File: src/rtl/common_pkg.sv
// Shared cache-bus types used by every bus master, slave and arbiter in the slice.
package common;

   typedef enum logic [1:0] {
      MLEN1 = 2'd0,
      MLEN2 = 2'd1,
      MLEN4 = 2'd2,
      MLEN8 = 2'd3
   } mlen_t;

   typedef enum logic [1:0] {
      MSIZE_B = 2'd0,
      MSIZE_H = 2'd1,
      MSIZE_W = 2'd2,
      MSIZE_D = 2'd3
   } msize_t;

   // A master holds valid for the whole burst; a beat transfers on a rising
   // edge where the memory side presents ready, and last marks the final beat.
   typedef struct packed {
      logic        valid;
      logic        write;
      logic [31:0] addr;
      mlen_t       len;
      msize_t      size;
      logic [31:0] wdata;
   } cbus_req_t;

   typedef struct packed {
      logic        ready;
      logic        last;
      logic [31:0] rdata;
   } cbus_resp_t;

   typedef enum logic {
      ARB_IDLE = 1'b0,
      ARB_BUSY = 1'b1
   } arb_state_t;

   // Index width for n masters, never narrower than one bit.
   function automatic int idx_width(input int n);
      return (n > 1) ? $clog2(n) : 1;
   endfunction

endpackage

File: src/rtl/cbus_arbiter_rr_pick.sv
// Combinational winner search: first set bit of req_vec at or after ptr, wrapping modulo N.
module rr_pick #(
   parameter int N  = 2,
   parameter int IW = 1
) (
   input  logic [N-1:0]  req_vec,
   input  logic [IW-1:0] ptr,
   output logic          any,
   output logic [IW-1:0] idx
);

   logic [IW-1:0] cand;

   // Walk offsets from farthest to nearest so the nearest valid one is assigned last.
   always_comb begin
      any  = 1'b0;
      idx  = '0;
      cand = '0;
      for (int j = N - 1; j >= 0; j--) begin
         if (int'(ptr) + j >= N) cand = IW'(int'(ptr) + j - N);
         else                    cand = IW'(int'(ptr) + j);
         if (req_vec[cand]) begin
            any = 1'b1;
            idx = cand;
         end
      end
   end

endmodule

File: src/rtl/cbus_arbiter_rr.sv
// Cache-bus arbiter: grants one master a whole burst, round-robin or fixed priority,
// with one IDLE arbitration cycle between bursts.
module cbus_arbiter_rr
   import common::*;
#(
   parameter int NUM_MASTERS = 2,
   parameter int FIXED_PRIO  = 0
) (
   input  logic                          clk,
   input  logic                          rst_n,
   input  cbus_req_t  [NUM_MASTERS-1:0]  ireqs,
   output cbus_resp_t [NUM_MASTERS-1:0]  iresps,
   output cbus_req_t                     oreq,
   input  cbus_resp_t                    oresp,
   output logic                          busy,
   output logic [2:0]                    grant_idx
);

   localparam int IW = idx_width(NUM_MASTERS);

   arb_state_t             state_q, state_d;
   logic [IW-1:0]          owner_q, owner_d;
   logic [IW-1:0]          rr_ptr_q, rr_ptr_d;
   logic [IW-1:0]          pick_ptr, pick_idx;
   logic                   pick_any;
   logic                   done;
   logic [NUM_MASTERS-1:0] valid_vec;

   for (genvar g = 0; g < NUM_MASTERS; g++) begin : g_valid
      assign valid_vec[g] = ireqs[g].valid;
   end

   assign done     = oresp.ready & oresp.last;
   assign pick_ptr = (FIXED_PRIO != 0) ? '0 : rr_ptr_q;

   rr_pick #(
      .N  (NUM_MASTERS),
      .IW (IW)
   ) u_pick (
      .req_vec (valid_vec),
      .ptr     (pick_ptr),
      .any     (pick_any),
      .idx     (pick_idx)
   );

   always_ff @(posedge clk or negedge rst_n) begin
      if (!rst_n) begin
         state_q  <= ARB_IDLE;
         owner_q  <= '0;
         rr_ptr_q <= '0;
      end else begin
         state_q  <= state_d;
         owner_q  <= owner_d;
         rr_ptr_q <= rr_ptr_d;
      end
   end

   // Outputs depend only on registered ownership, so reset clears them without a clock.
   always_comb begin
      state_d   = state_q;
      owner_d   = owner_q;
      rr_ptr_d  = rr_ptr_q;
      oreq      = '0;
      iresps    = '0;
      busy      = 1'b0;
      grant_idx = 3'd0;
      case (state_q)
         ARB_IDLE: begin
            if (pick_any) begin
               state_d = ARB_BUSY;
               owner_d = pick_idx;
            end
         end
         ARB_BUSY: begin
            oreq            = ireqs[owner_q];
            iresps[owner_q] = oresp;
            busy            = 1'b1;
            grant_idx       = 3'(owner_q);
            if (done) begin
               state_d = ARB_IDLE;
               if (FIXED_PRIO == 0) begin
                  rr_ptr_d = (owner_q == IW'(NUM_MASTERS - 1)) ? '0 : owner_q + 1'b1;
               end
            end
         end
         default: state_d = ARB_IDLE;
      endcase
   end

endmodule

File: config.mk
export PLATFORM = sky130hd
export DESIGN_NAME = cbus_arbiter_rr
export DESIGN_NICKNAME = d
export VERILOG_FILES = /design/src/rtl/common_pkg.sv /design/src/rtl/cbus_arbiter_rr_pick.sv /design/src/rtl/cbus_arbiter_rr.sv
export SDC_FILE = /design/constraint.sdc
export NUM_CORES = 1
export LEC_CHECK = 0
export CORE_AREA = 10 10 114 116
export CTS_CLUSTER_DIAMETER = 60
export DETAILED_ROUTE_END_ITERATION = 6
export DIE_AREA = 0 0 124 126
export PLACE_DENSITY_LB_ADDON = 0.1
export SLEW_MARGIN = 20
export SYNTH_ARGS = -nofsm -noshare
export SYNTH_HDL_FRONTEND = slang
export SYNTH_SLANG_ARGS = --single-unit
File: constraint.sdc
create_clock -name clk -period 1.7 [get_ports clk]
set_input_delay 0.51 -clock clk [delete_from_list [all_inputs] [get_ports clk]]
set_output_delay 0.51 -clock clk [all_outputs]
set_load 0.02 [all_outputs]
==> metrics.txt <==
status finished with violations; failing checks negative setup slack; ANT cells 0; share of power burned in registers 2.3%; Comb power frac 93.5%; CP max stage delay 490 ps; via count 3,058; GPL Wtd Cong 0.8129; R2R depth 5; Power Density 850.6 nW/um^2; Final min period 2022 ps; vias per cell 4.277; critical path buffer and inverter count 3; H-tree depth 1; CTS tree yes; CP max FO 17; drt first pass iters 4; Final ANT Viol Nets 0; multi-input logic area 2083 sq um; Post-Synthesis Cell Area 2016 sq um; Initial Utilization 18.84%; RR Endpoint owner_q; period utilization 118.9%; Setup crit end oreq[24]; Max Cap Viol 0; critical path launch point type flip-flop; Seq/Total Area, Yosys 3.724%; critical path type reg -> out; Synth cell types 19; Leakage 0.002844 uW; pre-CTS setup slack -639.5 ps; fin. max-slew vios 0; Total Routing Usage GR 16.41%; CP top delay family flip-flops; non-filler cells, final 715; pin count of the biggest net entering global routing 40; Peak VDD IR 0.0003872 V; YS warnings 0; register bit total from synthesis 3; DRC 0; # IOs 318; Root Buffer clkbuf_8; Layout fillers 1,012; initial antenna violation count 0; Post-CTS Hold Fix Bufs 0; Die Span Y 126 um; Reg area 80.08 sq um; RSZ-0062 raised after global routing true; CTS Buffer Depth 2; CORE AREA 10,700 sq um; Clock Power Share 4.2%; P_int 2872 uW; top-area cell type share of the netlist area 35.26%; Routed WL per cell 20.13 um; top area cells in the synthesized netlist mux2i_1, nor2b_1, and2_1; clock-pin transition on the worst setup and hold timing paths 30 ps; crit path from owner_q; detailed placer's ending HPWL 11.56 mm; sw frac 43.41%; Post-Synthesis Cells 252; first-pass GRT wire length 19.96 mm; Total Wirelength 14.39 mm; Layout Skew 1.231 ps; die footprint 15,620 sq um; clk_lat worst skew 220 ps; most used cell, CP buf_12; Crit-path slowest cell dfrtp_4; Final #Nets 752; Rows 38; Layout area overhead 196.0%; total CTS buffers 3; Iter 0 DRT Violations 43; port bufs 315; Inst Count DP 695; crit path cell chain buf_12 > buf_12 > mux2i_4 > nor2b_2 > buf_6; Clock Sinks 3; reg2reg start owner_q; hold crit path type in -> async; syn_area_per_cell 7.999 sq um; die width 124 um; layout cells sized above 1 54.43%; Final WS setup -321.7 ps; grt ovf 0; final setup vio count 139; WP data required 1190 ps; vias in the first global route 3,342; worst path arrival time 1510 ps; instance count on the critical path 5; Net Sw Power 2203 uW; Fin. Hold Viols 0; post-synth top area cell mux2i_1; f_max 494.6 MHz; R2R Setup Slk 450 ps; crit end category output port
==> synth_stat cells, drive strengths merged <==
cell type   n
clkbuf     11
dfrtp       3
buf        18
o31a        1
nor2b      73
nand2       2
nor2        1
mux2i      71
a2bb2oi     1
and3       34
inv         1
nand3       1
conb        1
and2       34
==> flip-flops by register name (all words and copies together) (netlist names) <==
register / cells
owner_q: 1
pick_ptr: 1
state_q: 1
==> layout by cell type, fill, tap and decap left out, types with 3 or more instances in the layout <==
master,n
dlymetal6s2s_1,4
clkdlybuf4s50_1,169
mux2i_1,45
buf_2,16
buf_12,10
and2_1,5
buf_4,54
and2_4,29
mux2i_4,5
buf_16,3
clkbuf_8,3
and3_4,9
buf_6,86
mux2i_2,21
and3_1,25
nor2b_2,70
==> cell type report <==
type | instances | area share [%]
multi-input combinational | 220 | 34.92
inverter | 1 | 0.06292
timing repair buffer | 347 | 59.98
sequential | 3 | 1.342
tap | 140 | 2.936
clock buffer | 4 | 0.7550
==> power groups by stage <==
stage / Sequential, uW / Combinational (uW) / Clock (uW)
finish: 116 / 4750 / 213
global route: 119 / 5010 / 221
global placement: 138 / 3950 / 0
floorplan: 106 / 2320 / 0
CTS: 115 / 4550 / 221
detailed placement: 140 / 3980 / 0
==> repair_timing <==
| item | 4_1_cts | 5_1_grt |
|---|---|---|
| buffers inserted | 9 | 2 |
| cloned | 5 | 3 |
| resized for setup | 789 | 53 |
| pin swaps | 1 | 11 |
| setup endpoints to repair | 140 | 140 |
==> worst min path at each step <==
stage | from | to | cells past startpoint
finish | rst_n | pick_ptr | 1
global route | rst_n | state_q | 1
CTS | rst_n | pick_ptr | 1
detailed placement | pick_ptr | pick_ptr | 2
global placement | pick_ptr | pick_ptr | 2
floorplan | rst_n | owner_q | 0
==> metrics by stage <==
stage | TNS (ps) | instance area, sq um | hold WS [ps] | power (uW) | utilization, %
floorplan | 0 | 2197 | 214.4 | 2428 | -
global placement | -76750 | 5421 | 513.8 | 4092 | 50.68
detailed placement | -78210 | 5421 | 525.1 | 4124 | 50.68
CTS | -36660 | 5754 | 476.4 | 4890 | 53.79
global route | -40660 | 5966 | 487.0 | 5345 | 55.77
finish | -34770 | 5966 | 478.6 | 5074 | 55.77
==> kinds of logic (layout without fill, tap and decap cells) <==
family	Yosys count	after routing	synth area share, %
AOI/OAI and AO/OA	2	2	0.8692
buffers and inverters	30	352	15.02
DFF	3	3	3.724
muxes	71	71	35.26
other	1	2	0.1860
and+or+nand+nor	145	145	44.94
==> worst reg2reg max path, delay by kind of cell (launching register included) <==
family	cells	cell delay, ps
AOI/OAI and AO/OA	1	140
buffers and inverters	4	500
DFF	1	490
==> routing by layer <==
layer  share of wire (%)  wire length (um)  GRT usage, %
met1                  31              4442         13.80
met4                 1.8               253         3.794
met3                  12              1749         7.775
met5                   0                 0             0
met2                  55              7948         32.93
No activity file was read; power rests on OpenSTA's default activity.
